### src/rtl/mips_datapath_alu_muldiv_if.sv
// mips_datapath_alu_muldiv_if
// Request/response bundle for the HI/LO multiply-divide unit.
//   master : drives start, op, data1, data2, flush; observes busy, done,
//            div_zero, hi, lo (the issuing pipeline or a testbench)
//   slave  : the multiply-divide unit itself
// op encoding: 000 MULU, 001 MULS, 010 DIVU, 011 DIVS, 100 MTHI, 101 MTLO,
//              110/111 no-op.
interface mips_datapath_alu_muldiv_if #(
    parameter int DATA_W = 32
);
    logic              start;
    logic [2:0]        op;
    logic [DATA_W-1:0] data1;
    logic [DATA_W-1:0] data2;
    logic              flush;
    logic              busy;
    logic              done;
    logic              div_zero;
    logic [DATA_W-1:0] hi;
    logic [DATA_W-1:0] lo;

    modport master (
        output start, op, data1, data2, flush,
        input  busy, done, div_zero, hi, lo
    );

    modport slave (
        input  start, op, data1, data2, flush,
        output busy, done, div_zero, hi, lo
    );
endinterface

### src/rtl/mips_datapath_alu_muldiv.sv
// mips_datapath_alu_muldiv
// MIPS HI/LO unit: fixed-latency multiply, restoring divide (one quotient
// bit per cycle) and MTHI/MTLO writes.
// Ports:
//   clock    : single rising-edge clock
//   reset_n  : asynchronous active-low reset, clears all state and HI/LO
//   bus      : mips_datapath_alu_muldiv_if.slave request/response bundle
// Parameters:
//   DATA_W   : operand and HI/LO width (even, >= 4)
//   MUL_LAT  : cycles from accept to the HI/LO product write (>= 1)
module mips_datapath_alu_muldiv #(
    parameter int DATA_W  = 32,
    parameter int MUL_LAT = 4
) (
    input  logic                        clock,
    input  logic                        reset_n,
    mips_datapath_alu_muldiv_if.slave   bus
);

    localparam logic [1:0] S_IDLE = 2'd0;
    localparam logic [1:0] S_MUL  = 2'd1;
    localparam logic [1:0] S_DIV  = 2'd2;
    localparam logic [1:0] S_FIX  = 2'd3;

    localparam logic [2:0] OP_MULU = 3'b000;
    localparam logic [2:0] OP_MULS = 3'b001;
    localparam logic [2:0] OP_DIVU = 3'b010;
    localparam logic [2:0] OP_DIVS = 3'b011;
    localparam logic [2:0] OP_MTHI = 3'b100;
    localparam logic [2:0] OP_MTLO = 3'b101;

    localparam int CNT_MAX = (DATA_W > MUL_LAT) ? DATA_W : MUL_LAT;
    localparam int CNT_W   = $clog2(CNT_MAX) + 1;

    logic [1:0]          state;
    logic [CNT_W-1:0]    cnt;
    logic [DATA_W-1:0]   hi_q;
    logic [DATA_W-1:0]   lo_q;
    logic                done_q;
    logic                dz_q;
    logic [2*DATA_W-1:0] prod_q;
    logic [DATA_W-1:0]   quo_q;
    logic [DATA_W-1:0]   rem_q;
    logic [DATA_W-1:0]   divisor_q;
    logic                q_neg_q;
    logic                r_neg_q;
    logic                dz_pend_q;

    logic                busy;
    logic                is_signed;
    logic [2*DATA_W-1:0] ext1;
    logic [2*DATA_W-1:0] ext2;
    logic [2*DATA_W-1:0] mul_full;
    logic [DATA_W-1:0]   abs1;
    logic [DATA_W-1:0]   abs2;
    logic [DATA_W:0]     rem_shift;
    logic [DATA_W:0]     diff;
    logic [DATA_W-1:0]   quo_fix;
    logic [DATA_W-1:0]   rem_fix;

    assign busy         = (state != S_IDLE);
    assign bus.busy     = busy;
    assign bus.done     = done_q;
    assign bus.div_zero = dz_q;
    assign bus.hi       = hi_q;
    assign bus.lo       = lo_q;

    // MULS and DIVS are the odd opcodes of each pair.
    assign is_signed = bus.op[0];

    // Sign- or zero-extending to 2*DATA_W makes the truncated product exact
    // for both signednesses, so one multiplier serves MULU and MULS.
    assign ext1 = is_signed ? {{DATA_W{bus.data1[DATA_W-1]}}, bus.data1}
                            : {{DATA_W{1'b0}}, bus.data1};
    assign ext2 = is_signed ? {{DATA_W{bus.data2[DATA_W-1]}}, bus.data2}
                            : {{DATA_W{1'b0}}, bus.data2};
    assign mul_full = ext1 * ext2;

    // The divider works on magnitudes; the most-negative value's magnitude
    // still fits as an unsigned DATA_W-bit number.
    assign abs1 = (is_signed && bus.data1[DATA_W-1]) ? -bus.data1 : bus.data1;
    assign abs2 = (is_signed && bus.data2[DATA_W-1]) ? -bus.data2 : bus.data2;

    // One restoring step: quo_q doubles as the dividend shift register,
    // its MSB feeds the partial remainder while quotient bits enter at LSB.
    assign rem_shift = {rem_q, quo_q[DATA_W-1]};
    assign diff      = rem_shift - {1'b0, divisor_q};

    assign quo_fix = q_neg_q ? -quo_q : quo_q;
    assign rem_fix = r_neg_q ? -rem_q : rem_q;

    // Results land in hi_q/lo_q only on the completing edge; flush takes
    // priority over everything, including acceptance while idle.
    always_ff @(posedge clock or negedge reset_n) begin
        if (!reset_n) begin
            state     <= S_IDLE;
            cnt       <= '0;
            hi_q      <= '0;
            lo_q      <= '0;
            done_q    <= 1'b0;
            dz_q      <= 1'b0;
            prod_q    <= '0;
            quo_q     <= '0;
            rem_q     <= '0;
            divisor_q <= '0;
            q_neg_q   <= 1'b0;
            r_neg_q   <= 1'b0;
            dz_pend_q <= 1'b0;
        end else begin
            done_q <= 1'b0;
            dz_q   <= 1'b0;
            if (bus.flush) begin
                state <= S_IDLE;
            end else begin
                case (state)
                    S_IDLE: begin
                        if (bus.start) begin
                            case (bus.op)
                                OP_MULU, OP_MULS: begin
                                    prod_q <= mul_full;
                                    cnt    <= CNT_W'(MUL_LAT - 1);
                                    state  <= S_MUL;
                                end
                                OP_DIVU, OP_DIVS: begin
                                    if (bus.data2 == '0) begin
                                        dz_pend_q <= 1'b1;
                                        state     <= S_FIX;
                                    end else begin
                                        dz_pend_q <= 1'b0;
                                        quo_q     <= abs1;
                                        rem_q     <= '0;
                                        divisor_q <= abs2;
                                        q_neg_q   <= is_signed &&
                                                     (bus.data1[DATA_W-1] ^ bus.data2[DATA_W-1]);
                                        r_neg_q   <= is_signed && bus.data1[DATA_W-1];
                                        cnt       <= CNT_W'(DATA_W - 1);
                                        state     <= S_DIV;
                                    end
                                end
                                OP_MTHI: hi_q <= bus.data1;
                                OP_MTLO: lo_q <= bus.data1;
                                default: ;
                            endcase
                        end
                    end
                    S_MUL: begin
                        if (cnt == '0) begin
                            {hi_q, lo_q} <= prod_q;
                            done_q       <= 1'b1;
                            state        <= S_IDLE;
                        end else begin
                            cnt <= cnt - 1'b1;
                        end
                    end
                    S_DIV: begin
                        if (!diff[DATA_W]) begin
                            rem_q <= diff[DATA_W-1:0];
                            quo_q <= {quo_q[DATA_W-2:0], 1'b1};
                        end else begin
                            rem_q <= rem_shift[DATA_W-1:0];
                            quo_q <= {quo_q[DATA_W-2:0], 1'b0};
                        end
                        if (cnt == '0) begin
                            state <= S_FIX;
                        end else begin
                            cnt <= cnt - 1'b1;
                        end
                    end
                    default: begin
                        if (!dz_pend_q) begin
                            lo_q <= quo_fix;
                            hi_q <= rem_fix;
                        end
                        done_q <= 1'b1;
                        dz_q   <= dz_pend_q;
                        state  <= S_IDLE;
                    end
                endcase
            end
        end
    end

endmodule
### src/flat_wrapper.sv
// flat-port wrapper written by rule: the top's interface ports become plain ports
module mips_datapath_alu_muldiv_flat 
#(
    parameter int DATA_W  = 32,
    parameter int MUL_LAT = 4
)
  (clock, reset_n, bus_start, bus_op, bus_data1, bus_data2, bus_flush, bus_busy, bus_done, bus_div_zero, bus_hi, bus_lo);
  mips_datapath_alu_muldiv_if #(.DATA_W(DATA_W)) bus_i ();
  input  logic clock;
  input  logic reset_n;
  input wire logic [$bits(bus_i.start)-1:0] bus_start;
  input wire logic [$bits(bus_i.op)-1:0] bus_op;
  input wire logic [$bits(bus_i.data1)-1:0] bus_data1;
  input wire logic [$bits(bus_i.data2)-1:0] bus_data2;
  input wire logic [$bits(bus_i.flush)-1:0] bus_flush;
  output wire logic [$bits(bus_i.busy)-1:0] bus_busy;
  output wire logic [$bits(bus_i.done)-1:0] bus_done;
  output wire logic [$bits(bus_i.div_zero)-1:0] bus_div_zero;
  output wire logic [$bits(bus_i.hi)-1:0] bus_hi;
  output wire logic [$bits(bus_i.lo)-1:0] bus_lo;
  assign bus_i.start = bus_start;
  assign bus_i.op = bus_op;
  assign bus_i.data1 = bus_data1;
  assign bus_i.data2 = bus_data2;
  assign bus_i.flush = bus_flush;
  assign bus_busy = bus_i.busy;
  assign bus_done = bus_i.done;
  assign bus_div_zero = bus_i.div_zero;
  assign bus_hi = bus_i.hi;
  assign bus_lo = bus_i.lo;
  mips_datapath_alu_muldiv #(.DATA_W(DATA_W), .MUL_LAT(MUL_LAT)) u_core (.clock(clock), .reset_n(reset_n), .bus(bus_i));
endmodule
### config.mk
export PLATFORM = sky130hd
export DESIGN_NAME = mips_datapath_alu_muldiv_flat
export DESIGN_NICKNAME = d
export VERILOG_FILES = /design/src/rtl/mips_datapath_alu_muldiv_if.sv /design/src/rtl/mips_datapath_alu_muldiv.sv /design/src/flat_wrapper.sv
export SDC_FILE = /design/constraint.sdc
export NUM_CORES = 2
export LEC_CHECK = 0
export CAP_MARGIN = 25
export CORE_MARGIN = 2
export CORE_UTILIZATION = 25
export CTS_CLUSTER_SIZE = 25
export DETAILED_ROUTE_END_ITERATION = 16
export SLEW_MARGIN = 20
export SYNTH_ARGS = -nofsm -noshare
export SYNTH_HDL_FRONTEND = slang
export SYNTH_SLANG_ARGS = --single-unit
### constraint.sdc
create_clock -name clock -period 4.8 [get_ports clock]
set_clock_uncertainty 0.1 [all_clocks]
set_input_delay 1.44 -clock clock [delete_from_list [all_inputs] [get_ports clock]]
set_output_delay 1.44 -clock clock [all_outputs]
set_load 0.01 [all_outputs]
-- Word-level counts from Yosys, hierarchy flattened
Cells that the tools add are included.
- flip-flop bits (word level): 237
- bits in latches: 0
- bits in writable memories: 0
- bits in read-only memories: 0
- bits of input ports: 71
- output and inout bits: 67
- memories: 0
- add/sub/neg operators: 6
- $mul: 1
- divide/modulo/power cells: 0
- magnitude comparators: 0
- equal/unequal tests: 21
- shifts and indexed selects: 0
- multiplexer cells: 44
- bitwise operators: 4
- reduce and logical (&&, ||, !) cells: 23
- operators by type and width (operator ; number):
    $mux W32 ; 19
    $pmux W32 S3 ; 2
    $mux W64 ; 2
    $neg A32 Y32 ; 4
    $pmux W32 S2 ; 2
    $mul A64 B64 Y64 ; 1
    $sub A33 B32 Y33 ; 1
    $logic_not A32 Y1 ; 1
    $pmux W6 S2 ; 2
    $mux W6 ; 3
    $reduce_and A6 Y1 ; 3
    $ne A2 B2 Y1 const B ; 6
    $ne A3 B3 Y1 const B ; 4
    $reduce_and A4 Y1 ; 3
    $reduce_and A5 Y1 ; 2
    $mux W2 ; 4
    $reduce_or A2 Y1 ; 4
    $mux W1 ; 7
    $eq A3 B2 Y1 const B ; 2
    $eq A3 B3 Y1 const B ; 2
    $logic_not A6 Y1 ; 1
    $ne A3 B2 Y1 const B ; 2
    $pmux W2 S3 ; 1
    $reduce_bool A2 Y1 ; 3
    other kinds (14) ; 18

-- Depth between registers and ports, before layout
- depth after elaboration: 6
- mapped depth: 37
- depth with buffers taken out: 33

-- Least setup slack after synthesis
OpenSTA, ideal clock, no wires.
- path type: input to register
- start point: input bus_op[0]
- end point: register u_core.prod_q[63]
- setup time: 0.135 ns
- data arrival time: 10.213 ns
- required time: 4.565 ns
- path slack: -5.648 ns
- stages: 31
- path buffers: 3
- cell sequence: and2_1 -> clkbuf_1 -> clkbuf_1 -> clkbuf_1 -> nand2_1 -> fa_1 -> inv_1 -> fa_1 -> fa_1 -> inv_1 -> fa_1 -> inv_1 -> fa_1 -> fa_1 -> fa_1 -> inv_1 -> fa_1 -> fa_1 -> inv_1 -> fa_1 -> ha_1 -> a21o_1 -> a21o_1 -> a21o_1 -> a211oi_1 -> o21ai_0 -> a21o_1 -> a21oi_1 -> a21oi_1 -> xnor2_1 -> o21ai_0
- longest elaborated chain between the ends: 3
- elaborated cells between the ends (all ways): 7
- those cells by class: 1 x mul; 1 x eq/ne; 2 x mux; 3 x reduce/logical
- ends and longest elaborated chain (what ; line ; RTL):
    start: declaration ; flat_wrapper.sv:12 ; input wire logic [$bits(bus_i.op)-1:0] bus_op;
    parallel branches: the longest is 3 deep, another holds $mul A64 B64 Y64 ; - ;
    end signal: assignment ; mips_datapath_alu_muldiv.sv:120 ; prod_q <= mul_full;
    end: declaration ; mips_datapath_alu_muldiv.sv:41 ; logic [2*DATA_W-1:0] prod_q;
Parallel ways; which one is timed is not known.
A chain may end at the register's enable or synchronous reset.

-- Worst setup path in the final report
Ends and elaborated chain as after synthesis.

==> flow_summary.yaml <==
synthesis:
  yosys_warnings: 0
  synth_nets: 8698
  yosysSeqAreaShare: 0.0951
  synth_top_area_share: 0.454
  yosys.cell_count.top_type: "inv_1"
  synth.area.top_cells: "fa_1 45%, inv_1 9.7%, dfrtp_1 9.5%"
  synth_top_area_cell: "fa_1"
  synthesis.area_um2: 62400
  ys_seq_elements: 237
  synth_edf_count: 0
  ys_async_sr_fraction: 1.00
  yosysUniqueCellTypes: 72
  syn_inst: 6853
  syn_area_per_cell_um2: 9.10
  synthFlopType: "dfrtp_1"
  synth_commonest_cells: "1,605 x inv_1, 1,415 x fa_1, 804 x nand2_1, 557 x and2_1, 359 x ha_1"
setup_path:
  slowest_delay_ns: 0.64
  regToRegSetupSlack_ns: 0.46
  arrival_ns: 9.52
  cp_top_family: "adder cells"
  crit_path_frequent_cell: "fa_1"
  critPathLaunchType: "primary input"
  path_class: "in2reg"
  crit_fanout: 5
  cp-end-kind: "flop"
  cp_slowest_cell: "fa_2"
  worstPathRequired_ns: 5.14
  crit_buf_inv: 8
clock_network:
  numCtsBuffers: 25
  clkTransAtPathRegs_ns: 0.06
  cts_root_buf: "clkbuf_16"
  clock_path_buffers: 3
  clock-sinks: 237
  postCtsHoldBufs: 0
  insertion_delay_ns: 0.56
  cts_tree: "done"
  h-tree-depth: 1
timing:
  hold_ws_ns: 0.379
  fin_ws_ns: -4.38
  relSlewSlack: 0.343
  setup_viol: 58
  final.min_clock_period_ns: 9.18
  maxSlewViolCount: 0
  finalCritPeriodShare: 1.91
  max_freq_mhz: 109
  grt_setup_unrepaired: "yes"
  hold_viol_final: 0
  tns_ns: -208.58
  tightestPinTransition_ns: 0.978
grt:
  grt_max_degree: 90
  track_usage: 0.174
  antenna_found_initial: 10
  grt_pass1_wl_um: 335000
  overflow: 0
  grt_pass1_vias: 53978
place:
  place_hpwl_um: 181000
  numPortBuffers: 137
  dp_slack_ns: -5.69
  placed_cell_area_um2: 74600
  gp_congestion: 0.980
detailed_routing:
  wl_per_cell_um: 20.0
  via_per_inst: 4.50
  drcViolationCount: 0
  dr.pass1.iters: 7
  via_count: 49373
  drtAntennaViolNets: 0
  drtIter0Drc: 3636
  wl_um: 219000
die:
  fp.dieArea_um2: 253000
  die-width_um: 503
  die_y_um: 503
  start_util: 0.251
  fp-row-count: 183
  core_um2: 248000
  num_io_pins: 138
finish:
  final_nets: 9461
  finish.instance_area_um2: 79600
  area_delta_synth_final_pct: 27.6
  drive_gt1_frac: 0.210
  n_fill_cell: 25451
outcome:
  violations: "negative setup slack"
  status: "finished, violations left"
worst_hold_path:
  hold_path.class: "reg2reg"
run:
  drv_cap: 0
## stage by stage
step | instances | utilization
floorplan | 6853 | -
global placement | 10772 | 0.300
detailed placement | 10772 | 0.300
CTS | 10928 | 0.316
global route | 10966 | 0.320
finish | 10968 | 0.320
## layout by cell type, fill, tap and decap left out, drive strengths merged, types with 34 or more instances in the layout
cell,count
o21ai,284
xnor2,144
nand3,34
nand2,804
o31ai,46
and3,36
a21oi,180
clkbuf,37
buf,1027
clkdlybuf4s50,72
inv,1607
fa,1415
and2,557
dfrtp,237
mux2i,34
nor2,206
a21o,64
a221oi,68
ha,359
xor2,122
## logic make-up (layout without fill, tap and decap cells)
logic type	after synthesis	after routing	share of synthesized area
AO/OA/AOI/OAI	767	767	0.0760
XOR/XNOR	266	266	0.0375
adder cells (fa/ha/maj)	1774	1774	0.526
buffers and inverters	1995	2777	0.121
flip-flops	237	237	0.0951
multiplexers	37	37	0.00600
other	0	3	0
AND/OR/NAND/NOR	1777	1777	0.138
## state kept, by name, summed over array words and instances (netlist names)
name                 cells
u_core.state             2
u_core.quo_q            32
u_core.bus.div_zero      1
u_core.dz_pend_q         1
u_core.bus.done          1
u_core.q_neg_q           1
u_core.prod_q           64
u_core.rem_q            32
u_core.bus.lo           32
u_core.bus.hi           32
u_core.r_neg_q           1
u_core.cnt               6
u_core.divisor_q        32
## area by class of cell
type	count	area [um^2]	share of cell area
inverters	1606	6040	0.0759
well taps	3330	4170	0.0524
diodes	3	7.51	0.0000943
flip-flops and latches	237	5930	0.0745
repair buffers	1125	11100	0.139
clock buffers	31	698	0.00877
multi-input cells	4621	51400	0.646
clock inverters	15	251	0.00316
## repair_timing
action,in CTS,in global routing
pin swaps,262,204
setup endpoints to repair,59,60
gates cloned,22,1
resized for setup,492,266
buffers inserted,96,44
## worst register-to-register path: stages, from the launching register on
cell      delay [ns]
dfrtp_1         0.37
inv_1           0.12
ha_1            0.18
inv_1           0.06
fa_1            0.44
a211oi_1        0.40
o21a_1          0.23
nor3_1          0.12
o211ai_1        0.36
nand4_1         0.18
a31o_2          0.30
a31oi_1         0.38
xnor2_4         0.35
buf_4           0.34
mux2i_1         0.24
o21ai_1         0.09
## final timing paths
path	startpoint	to	depth (start not counted)
min in group asynchronous	reset_n	u_core.bus.lo[8]	1
worst min-delay path	u_core.bus.hi[2]	u_core.bus.hi[2]	2
worst max-delay path	bus_op[0]	u_core.prod_q[63]	31
worst max register to register	u_core.quo_q[31]	u_core.rem_q[8]	15
max in group asynchronous	reset_n	u_core.bus.lo[24]	2
worst min register to register	u_core.bus.hi[2]	u_core.bus.hi[2]	2
## metal layers
metal | GRT usage | vias to the layer above | part of all wire
met1 | 0.226 | 25583 | 0.42
met2 | 0.295 | 1508 | 0.47
met5 | 0 | - | 0.00017
met4 | 0.0724 | 6 | 0.054
met3 | 0.0182 | 353 | 0.058
li1 | - | 21923 | -
Power is left out: the tool's default activity adds up to more than one toggle a clock period on the data nets, which glitch-free logic cannot reach.
